<file path="config.mk">
export PLATFORM = sky130hd
export DESIGN_NAME = fetch_ctrl
export DESIGN_NICKNAME = d
export VERILOG_FILES = /design/src/rtl/fetch_pkg.sv /design/src/rtl/fetch_skid_buf.sv /design/src/rtl/fetch_ctrl.sv
export SDC_FILE = /design/constraint.sdc
export NUM_CORES = 1
export LEC_CHECK = 0
export CAP_MARGIN = 20
export CORE_MARGIN = 4
export CORE_UTILIZATION = 35
export DETAILED_ROUTE_END_ITERATION = 8
export PLACE_DENSITY = 0.68
export SLEW_MARGIN = 10
export SYNTH_ARGS = -nofsm -noshare
export SYNTH_HDL_FRONTEND = slang
export SYNTH_SLANG_ARGS = --single-unit
</file>
<file path="constraint.sdc">
create_clock -name clk -period 11 [get_ports clk]
set_input_delay 1.65 -clock clk [delete_from_list [all_inputs] [get_ports clk]]
set_output_delay 1.65 -clock clk [all_outputs]
set_load 0.05 [all_outputs]
</file>
<file path="src/rtl/fetch_pkg.sv">
// Shared types for the instruction-fetch sequencer: FSM states and the
// {pc, inst} entry carried through the skid buffer to decode.
package fetch_pkg;

  typedef enum logic [1:0] {RUN, DRAIN, HALT} fetch_state_t;

  localparam int WORD_BYTES = 4;

  typedef struct packed {
    logic [31:0] pc;
    logic [31:0] inst;
  } fetch_entry_t;

endpackage

</file>
<file path="src/rtl/fetch_skid_buf.sv">
// Two-entry FIFO of fetched {pc, inst} pairs; the head is exposed straight
// from registers so decode sees stable data while it stalls.
module fetch_skid_buf
  import fetch_pkg::*;
(
  input  logic         clk,
  input  logic         rst,
  input  logic         push,
  input  logic         pop,
  input  logic         flush,
  input  fetch_entry_t push_entry,
  output fetch_entry_t head_entry,
  output logic         head_valid,
  output logic [1:0]   count
);

  fetch_entry_t entry_reg [2];
  logic         rd_ptr_reg;
  logic         wr_ptr_reg;
  logic [1:0]   count_reg;
  logic         do_push;
  logic         do_pop;

  // A flush discards everything, including a word arriving the same cycle.
  assign do_push = push & ~flush;
  assign do_pop  = pop & (count_reg != 2'd0) & ~flush;

  generate
    for (genvar gi = 0; gi < 2; gi++) begin : g_entry
      always_ff @(posedge clk) begin
        if (rst) begin
          entry_reg[gi] <= '0;
        end else if (do_push && (wr_ptr_reg == 1'(gi))) begin
          entry_reg[gi] <= push_entry;
        end
      end
    end
  endgenerate

  always_ff @(posedge clk) begin
    if (rst || flush) begin
      rd_ptr_reg <= 1'b0;
      wr_ptr_reg <= 1'b0;
      count_reg  <= 2'd0;
    end else begin
      if (do_push) wr_ptr_reg <= ~wr_ptr_reg;
      if (do_pop)  rd_ptr_reg <= ~rd_ptr_reg;
      count_reg <= count_reg + {1'b0, do_push} - {1'b0, do_pop};
    end
  end

  assign head_entry = entry_reg[rd_ptr_reg];
  assign head_valid = (count_reg != 2'd0);
  assign count      = count_reg;

endmodule

</file>
<file path="src/rtl/fetch_ctrl.sv">
// Instruction-fetch sequencer: owns the PC, issues reads to a one-cycle
// synchronous instruction memory, buffers returns and handles redirects.
module fetch_ctrl
  import fetch_pkg::*;
#(
  parameter logic [31:0] RESET_PC   = 32'h0000_0000,
  parameter int          IMEM_WORDS = 32,
  parameter int          BUF_DEPTH  = 2
) (
  input  logic        clk,
  input  logic        rst,
  output logic [31:0] im_pc,
  input  logic [31:0] im_inst,
  input  logic        redirect_valid,
  input  logic [31:0] redirect_pc,
  output logic        out_valid,
  output logic [31:0] out_inst,
  output logic [31:0] out_pc,
  input  logic        out_ready,
  output logic        fault
);

  localparam logic [31:0] MEM_LIMIT = 32'(IMEM_WORDS * WORD_BYTES);
  localparam logic [2:0]  DEPTH     = 3'(BUF_DEPTH);

  fetch_state_t state_reg, state_next;
  logic [31:0]  fetch_pc_reg, fetch_pc_next;
  logic         inflight_reg, inflight_next;
  logic [31:0]  inflight_pc_reg, inflight_pc_next;
  logic         fault_reg, fault_next;

  logic         pop;
  logic         push;
  logic         flush;
  logic [1:0]   buf_count;
  logic [2:0]   occupancy;
  logic         redirect_legal;
  fetch_entry_t head_entry;
  fetch_entry_t push_entry;

  assign pop            = out_valid & out_ready;
  assign push_entry     = '{pc: inflight_pc_reg, inst: im_inst};
  // Entries that will be held after this edge, counting the word in flight.
  assign occupancy      = {1'b0, buf_count} + {2'b0, inflight_reg} - {2'b0, pop};
  assign redirect_legal = (redirect_pc[1:0] == 2'b00) && (redirect_pc < MEM_LIMIT);

  always_ff @(posedge clk) begin
    if (rst) begin
      state_reg       <= RUN;
      fetch_pc_reg    <= RESET_PC;
      inflight_reg    <= 1'b0;
      inflight_pc_reg <= '0;
      fault_reg       <= 1'b0;
    end else begin
      state_reg       <= state_next;
      fetch_pc_reg    <= fetch_pc_next;
      inflight_reg    <= inflight_next;
      inflight_pc_reg <= inflight_pc_next;
      fault_reg       <= fault_next;
    end
  end

  always_comb begin
    state_next       = state_reg;
    fetch_pc_next    = fetch_pc_reg;
    inflight_next    = 1'b0;
    inflight_pc_next = inflight_pc_reg;
    fault_next       = fault_reg;
    push             = 1'b0;
    flush            = 1'b0;

    if (redirect_valid) begin
      flush = 1'b1;
      if (redirect_legal) begin
        fetch_pc_next = redirect_pc;
        fault_next    = 1'b0;
        state_next    = RUN;
      end else begin
        fault_next = 1'b1;
        state_next = HALT;
      end
    end else begin
      push = inflight_reg;
      unique case (state_reg)
        RUN: begin
          if (fetch_pc_reg >= MEM_LIMIT) begin
            state_next = DRAIN;
          end else if (occupancy < DEPTH) begin
            inflight_next    = 1'b1;
            inflight_pc_next = fetch_pc_reg;
            fetch_pc_next    = fetch_pc_reg + 32'(WORD_BYTES);
          end
        end
        DRAIN: begin
          if ((buf_count == 2'd0) && !inflight_reg) begin
            state_next = HALT;
            fault_next = 1'b1;
          end
        end
        HALT: begin
        end
        default: begin
          state_next = HALT;
        end
      endcase
    end
  end

  fetch_skid_buf u_skid_buf (
    .clk        (clk),
    .rst        (rst),
    .push       (push),
    .pop        (pop),
    .flush      (flush),
    .push_entry (push_entry),
    .head_entry (head_entry),
    .head_valid (out_valid),
    .count      (buf_count)
  );

  assign im_pc    = fetch_pc_reg;
  assign out_inst = head_entry.inst;
  assign out_pc   = head_entry.pc;
  assign fault    = fault_reg;

endmodule
</file>
==> flow_summary.toml, run 1 <==
[place]
place_ws_ps = 6320
io_buffers = 165
dp_hpwl_um = 10300
gp_congestion = 0.782
place_area_sq_um = 10200

[sta]
drv_slew = 0
setup_viol_count_final = 0
hold_viol_final = 0
setup_slack_ps = 6730
finClkSkew_ps = 10.3
maxSlewHeadroom_pct = 36.3
rsz0062_at_grt = "no"
fin_setup_tns_ps = 0
fin_crit_ps = 4270
max_freq_mhz = 234
fin_crit_sh_pct = 38.8
tightest_slew_ps = 952

[worst_setup_path]
cp_slowest_cell = "dfxtp_4"
cp.required_ps = 9350
crit_type = "flip-flop to output port"
critPathMaxFanout = 64
path_cells = "mux2_2, clkdlybuf4s50_1"
critPathCaptureType = "output port"
slowest_delay_ps = 920
cp-start-kind = "flip-flop"
arrival_ps = 2620

[clocking]
cts_setup_buffers = 0
cts_sinks = 201
hold_buffers = 0
cts_buffers = 22
cts_max_path_buffers = 3
cts-root-buf = "clkbuf_16"
cts_tree = "built"
clkTransAtPathRegs_ps = 60
worstSkewPairLatency_ps = 490
post_cts_resized = 0
htree_levels = 1

[logic_synthesis]
ys_seq_elements = 201
yosys_most_used_dff = "edfxtp_1"
synthesis.instances = 606
synth_edf_count = 128
postSynthAreaPerCell_sq_um = 13.5
yosysWarnings = 0
syn-num-nets = 680
synth_cell_types = 45
async_reset_ff_share_pct = 0
syn-cell-area_sq_um = 8190
seq_area_frac_synth_pct = 64.8

[die]
dieArea_sq_um = 25900
rows = 55
fp.dieW_um = 161
initial_core_util_pct = 35.9
coreArea_sq_um = 22800
die_h_um = 161
pin_count = 166

[route]
ant_nets = 0
num_vias = 5096
wl_per_cell_um = 15.5
drc = 0
routed_wl_um = 17100
vias_per_cell = 4.64
first_pass_iters = 4
drt-initial-drc-count = 275

[global_routing]
overflow = 0
grt_pass1_wl_um = 27500
antenna_found_initial = 0
groute.usage.overall_pct = 12.9
grt_pass1_vias = 5274
grt_max_degree = 65

[final_layout]
syn2layout_area_growth_pct = 32.4
antenna_cells = 0
fill_cells = 2089
largest_reg_flops = 128
drive_gt1_share_pct = 16.6
register_area_sq_um = 5310
fin_area_sq_um = 10800
nets = 843
utilization_pct = 47.5
multiInputGateArea_sq_um = 2750

[power_and_ir_drop]
pwr_density_cell_nw_per_um2 = 154
p_total_uw = 1670
vdd_ir_drop_max_v = 0.0000859
p_leak_uw = 0.00410

[status]
status = "finished, final reports clean"

[hold_path]
min_path_type = "flip-flop to flip-flop"

[job]
maxCapViolCount = 0
[Yosys cell counts (all sizes together) (2+ instances only)]
cell / number / area (sq um)
a211oi: 2 / 15.0
a21oi: 10 / 50.1
a32o: 2 / 20.0
and2: 162 / 1060
and3: 20 / 125
and3b: 2 / 17.5
buf: 4 / 30.0
clkbuf: 26 / 97.6
dfxtp: 73 / 1460
edfxtp: 128 / 3840
ha: 5 / 62.6
inv: 10 / 37.5
mux2: 64 / 721
mux2i: 8 / 80.1
nand2: 8 / 30.0
nand2b: 3 / 18.8
nand3: 4 / 20.0
nand4: 2 / 12.5
nor2: 18 / 75.1
nor2b: 2 / 12.5
nor3: 10 / 50.1
nor4: 14 / 103
o21ai: 6 / 30.0
o311a: 2 / 20.0
o31a: 3 / 26.3
xnor2: 3 / 26.3
xor2: 2 / 17.5
[critical path, delay by kind of cell (launching register included)]
kind | cells | cell delay [ps]
flip-flops | 1 | 920
buffers and inverters | 1 | 730
multiplexers | 1 | 430
[area by class of cell]
cell class / count / share of cell area (%)
clock buffer: 34 / 5.78
clock inverter: 6 / 0.404
inverter: 10 / 0.346
multi-input combinational: 365 / 25.4
sequential: 201 / 49.0
tap: 313 / 3.61
timing repair buffer: 169 / 15.5
[layout by cell type (no fill, tap or decap), types with 3 or more instances in the layout]
cell type,n
a21oi_1,10
and2_1,142
and2_4,20
and3_1,20
buf_4,4
clkbuf_1,8
clkbuf_16,22
clkbuf_8,3
clkdlybuf4s50_1,165
clkinv_2,3
dfxtp_1,72
edfxtp_1,128
ha_1,5
inv_1,10
mux2_2,64
mux2i_1,8
nand2_1,7
nand2b_1,3
nand3_1,4
nor2_1,16
nor3_1,9
nor4_1,13
o21ai_0,4
o31a_1,3
xnor2_1,3
[cell families after synthesis]
family / synth area share, %
AO/OA/AOI/OAI: 2.63
XOR/XNOR: 0.535
adder cells (fa/ha/maj): 1.01
buffers and inverters: 2.02
flip-flops: 64.8
multiplexers: 9.78
AND/OR/NAND/NOR: 19.3
[path summary, 6_finish.rpt]
kind	start	to	slack [ps]	depth (start not counted)
worst max-delay path	flip-flop	out_pc[13]	6730	2
worst min-delay path	inflight_pc_reg[7]	inflight_pc_reg[7]	460	1
worst max register to register	u_skid_buf.count[1]	inflight_pc_reg[9]	7850	11
worst min register to register	inflight_pc_reg[7]	inflight_pc_reg[7]	460	1
[through the flow]
| step | instances | hold WS (ps) |
|---|---|---|
| floorplan | 606 | 435 |
| global placement | 1058 | 448 |
| detailed placement | 1058 | 453 |
| CTS | 1098 | 470 |
| global route | 1098 | 492 |
| finish | 1098 | 462 |
[per-layer routing]
| layer | vias to the layer above | GRT usage, % | part of all wire, % |
|---|---|---|---|
| li1 | 2479 | - | - |
| met4 | 0 | 3.49 | 2.0 |
| met1 | 2407 | 16.5 | 43 |
| met3 | 26 | 4.26 | 8.7 |
| met2 | 184 | 21.3 | 46 |
| met5 | - | 0 | 0 |
[report_power, final]
group          leakage (uW)  internal, uW  total [uW]  switching, uW
clock network      0.000331           393         670            276
registers           0.00192           824         832           8.43
logic               0.00185          64.4         164           99.7
Power figures use the tool's default switching activity.
==> run 2, diff against run 1 <==
==> constraint.sdc (replaced) <==
create_clock -name clk -period 4.1 [get_ports clk]
set_input_delay 0.615 -clock clk [delete_from_list [all_inputs] [get_ports clk]]
set_output_delay 0.615 -clock clk [all_outputs]
set_load 0.05 [all_outputs]
==> flow_summary.toml, run 2 (synthesized netlist as in run 1, its figures left out) <==
[hold_path]
min_path_type = "flip-flop to flip-flop"

[power_and_ir_drop]
internal_power_uw = 3610
p_sw_uw = 1050
vdd_ir_drop_max_v = 0.000253
p_leak_uw = 0.00419
power_frac_comb_pct = 9.6
clkPwrFrac_pct = 42.5
pwr_density_cell_nw_per_um2 = 424
power_frac_seq_pct = 47.9
p_total_uw = 4660
p_sw_share_pct = 22.5

[clocking]
cts_tree = "built"
cts_max_path_buffers = 3
clkTransAtPathRegs_ps = 60
post_cts_resized = 0
cts_buffers = 22
cts-root-buf = "clkbuf_16"
hold_buffers = 0
htree_levels = 1
cts_sinks = 201
cts_setup_buffers = 0
worstSkewPairLatency_ps = 490

[job]
maxCapViolCount = 0

[route]
num_vias = 5160
vias_per_cell = 4.67
drt-initial-drc-count = 256
wl_per_cell_um = 16.1
ant_nets = 0
drc = 0
routed_wl_um = 17800
first_pass_iters = 4

[die]
dieArea_sq_um = 25900
rows = 55
pin_count = 166
die_h_um = 161
initial_core_util_pct = 35.9
fp.dieW_um = 161
coreArea_sq_um = 22800

[final_layout]
register_area_sq_um = 5310
drive_gt1_share_pct = 17.8
layout_common_cells = "clkdlybuf4s50_1, and2_1, edfxtp_1"
syn2layout_area_growth_pct = 34.4
fill_cells = 2057
largest_reg_flops = 128
utilization_pct = 48.2
antenna_cells = 0
mostFrequentLayoutCell = "clkdlybuf4s50_1"
nets = 849
multiInputGateArea_sq_um = 2750

[sta]
tightest_slew_ps = 695
hold_viol_final = 0
rsz0062_at_grt = "no"
fin_crit_ps = 3150
max_freq_mhz = 317
fin_crit_sh_pct = 76.8
drv_slew = 0
maxSlewHeadroom_pct = 53.6
finClkSkew_ps = 7.67
fin_setup_tns_ps = 0
setup_viol_count_final = 0

[worst_setup_path]
critPathCaptureType = "output port"
crit_buf_inv = 2
slowest_delay_ps = 740
cp.required_ps = 3480
critPathMaxFanout = 40
rrSetupSlack_ps = 1150
arrival_ps = 2540
crit_family = "buffers and inverters"
path_cells = "buf_12, mux2_2, clkdlybuf4s50_1"
cp-start-kind = "flip-flop"
cp_slowest_cell = "clkdlybuf4s50_1"
crit_type = "flip-flop to output port"

[status]
status = "finished, final reports clean"

[global_routing]
grt_pass1_wl_um = 28800
groute.usage.overall_pct = 13.6
overflow = 0
antenna_found_initial = 0
grt_pass1_vias = 5456
grt_max_degree = 50

[place]
gp_congestion = 0.752
io_buffers = 165
dp_hpwl_um = 11300
run 2: changes by cell type in the layout (fill, tap and decap cells not counted), sizes merged:
cell / delta
buf: +6
bufinv: +1
clkinv: -1
run 2: through the flow:
stage	setup WS [ps]	cells	cell area (sq um)	hold slack, ps
after floorplan	902	606	8200	435
after global placement	781	1064	10300	448
after detailed placement	730	1064	10300	457
after CTS	903	1104	11000	474
after global routing	855	1104	11000	488
final	949	1104	11000	469
run 2: worst register-to-register path: cells and delay by family, from the launching register on:
family          cells  cell delay [ps]
simple gates        5              920
fa+ha+maj           2              700
buf+inv             2              190
flops               1              320
compound gates      2              720
run 2: final timing paths:
path	to	depth (start not counted)	start
max	out_pc[28]	3	flip-flop
min	inflight_pc_reg[7]	1	inflight_pc_reg[7]
max reg2reg	im_pc[31]	11	u_skid_buf.count[1]
min reg2reg	inflight_pc_reg[7]	1	inflight_pc_reg[7]
run 2: power groups by stage:
| stage | Clock (uW) | Combinational (uW) | Sequential, uW |
|---|---|---|---|
| 4_1_cts | 2040 | 456 | 2230 |
| 3_5_place_dp | 0 | 454 | 2280 |
| 3_3_place_gp | 0 | 451 | 2270 |
| 6_report | 1980 | 448 | 2230 |
| 2_1_floorplan | 0 | 249 | 2280 |
| 5_1_grt | 2130 | 476 | 2240 |
run 2: per-layer routing:
metal | track usage (%) | wire length, um
met1 | 17.0 | 7580
met3 | 4.70 | 1650
met5 | 0 | 0
met4 | 3.10 | 371
met2 | 22.8 | 8210
run 2: layout make-up:
type                            instances  share of cell area [%]
Clock inverter                          6                   0.489
Sequential cell                       201                    48.2
Timing Repair Buffer                  175                    16.0
Multi-Input combinational cell        365                    25.0
Inverter                               10                   0.341
Tap cell                              313                    3.56
Clock buffer                           34                    6.33
==> run 3, diff against run 2 <==
--- a/config.mk
+++ b/config.mk
@@ -9,7 +9,7 @@
 export CORE_MARGIN = 4
 export CORE_UTILIZATION = 35
 export DETAILED_ROUTE_END_ITERATION = 8
-export PLACE_DENSITY = 0.68
+export PLACE_DENSITY = 0.7
 export SLEW_MARGIN = 10
 export SYNTH_ARGS = -nofsm -noshare
 export SYNTH_HDL_FRONTEND = slang
==> constraint.sdc (replaced) <==
create_clock -name clk -period 2.8 [get_ports clk]
set_input_delay 0.42 -clock clk [delete_from_list [all_inputs] [get_ports clk]]
set_output_delay 0.42 -clock clk [all_outputs]
set_load 0.05 [all_outputs]
==> flow_summary.toml, run 3 (synthesized netlist as in run 1, its figures left out) <==
[status]
status = "finished, final reports clean"

[final_layout]
syn2layout_area_growth_pct = 34.8
antenna_cells = 0
fill_cells = 2086
nets = 862
layout_common_cells = "and2_1, edfxtp_1, clkdlybuf4s50_1"
drive_gt1_share_pct = 19.4
multiInputGateArea_sq_um = 2770
register_area_sq_um = 5310
largest_reg_flops = 128
fin_cells = 1117
mostFrequentLayoutCell = "and2_1"

[route]
wl_met3_um = 1380
first_pass_iters = 4
num_vias = 5225
topRoutingLayerUsed = "met4"
drt-initial-drc-count = 201
routed_wl_um = 17900
vias_per_cell = 4.68
wl_per_cell_um = 16.0
wl_met1_um = 7710
drc = 0
dr_wl_met2_um = 8440
ant_nets = 0

[die]
die_h_um = 161
pin_count = 166
dieArea_sq_um = 25900
coreArea_sq_um = 22800
fp.dieW_um = 161
rows = 55
initial_core_util_pct = 35.9

[sta]
tightest_slew_ps = 631
setup_viol_count_final = 0
finClkSkew_ps = 22.5
rsz0062_at_grt = "no"
fin_crit_ps = 2610
maxSlewHeadroom_pct = 57.8
drv_slew = 0
max_freq_mhz = 384
timing.hold.ws_ps = 469
fin_crit_sh_pct = 93.1
hold_viol_final = 0

[worst_setup_path]
critPathMaxFanout = 19
slowest_delay_ps = 730
cp-start-kind = "flip-flop"
crit_buf_inv = 1
crit_family = "buffers and inverters"
crit_type = "flip-flop to output port"
cp.required_ps = 2380
r2r-start = "u_skid_buf.count[1]"
arrival_ps = 2190
critPathCaptureType = "output port"
cp_slowest_cell = "clkdlybuf4s50_1"
path_cells = "mux2_2, clkdlybuf4s50_1"

[hold_path]
hp-start = "inflight_pc_reg[9]"
min_path_type = "flip-flop to flip-flop"

[clocking]
cts_buffers = 22
htree_levels = 1
cts_tree = "built"
worstSkewPairLatency_ps = 510
cts_setup_buffers = 0
cts-root-buf = "clkbuf_16"
cts_max_path_buffers = 3
clkTransAtPathRegs_ps = 60
cts_sinks = 201

[power_and_ir_drop]
vdd_ir_drop_max_v = 0.000419
pwr_density_cell_nw_per_um2 = 598
p_leak_uw = 0.00434

[job]
maxCapViolCount = 0

[global_routing]
grt_pass1_vias = 5373
groute.usage.overall_pct = 13.5
grt_max_degree = 65
grt_pass1_wl_um = 28600
overflow = 0
antenna_found_initial = 0

[place]
place_inst = 1077
gp_congestion = 0.792
io_buffers = 165
dp_hpwl_um = 11600
## run 3: changes by cell type in the layout (fill, tap and decap cells not counted), sizes merged
cell	change
clkbuf	-4
bufinv	-1
clkinv	+4
clkdlybuf4s50	-48
clkinvlp	+1
buf	+14
dlygate4sd2	+47
## run 3: power by group
group          switching [uW]  internal, uW  leakage, uW
clock network            1130          1560     0.000335
logic                     397           249      0.00209
registers                33.9          3230      0.00192
## run 3: worst paths after layout
kind                        end  slack (ps)  cells after the start
max                  out_pc[31]         190                      2
min          inflight_pc_reg[9]         470                      1
max reg2reg            im_pc[2]         260                     12
min reg2reg  inflight_pc_reg[9]         470                      1
## run 3: layer usage
layer / track usage, % / vias to the layer above
li1: - / 2520
met1: 16.8 / 2532
met2: 22.8 / 146
met3: 4.77 / 27
met4: 2.87 / 0
met5: 0 / -
## run 3: repair_timing
action,4_1_cts,5_1_grt
gates resized for setup,47,3
hold buffers,0,0
endpoints found under the setup margin,47,42
## run 3: final cells by class
type,count,share of cell area [%]
Clock buffer,30,5.63
Tap cell,313,3.55
Timing Repair Buffer,188,16.8
Clock inverter,10,0.555
Multi-Input combinational cell,365,25.1
Sequential cell,201,48.1
Inverter,10,0.340
## run 3: per-stage QoR
stage               setup TNS [ps]  power (uW)  setup slack (ps)  utilization [%]  area, sq um
floorplan                    -3610        3710             -56.4                -         8210
global placement             -4060        4010              -105             45.6        10400
detailed placement           -5020        4010              -135             45.6        10400
CTS                              0        6700              94.7             48.3        11000
global route                     0        6850              66.6             48.3        11000
finish                           0        6610               193             48.3        11000
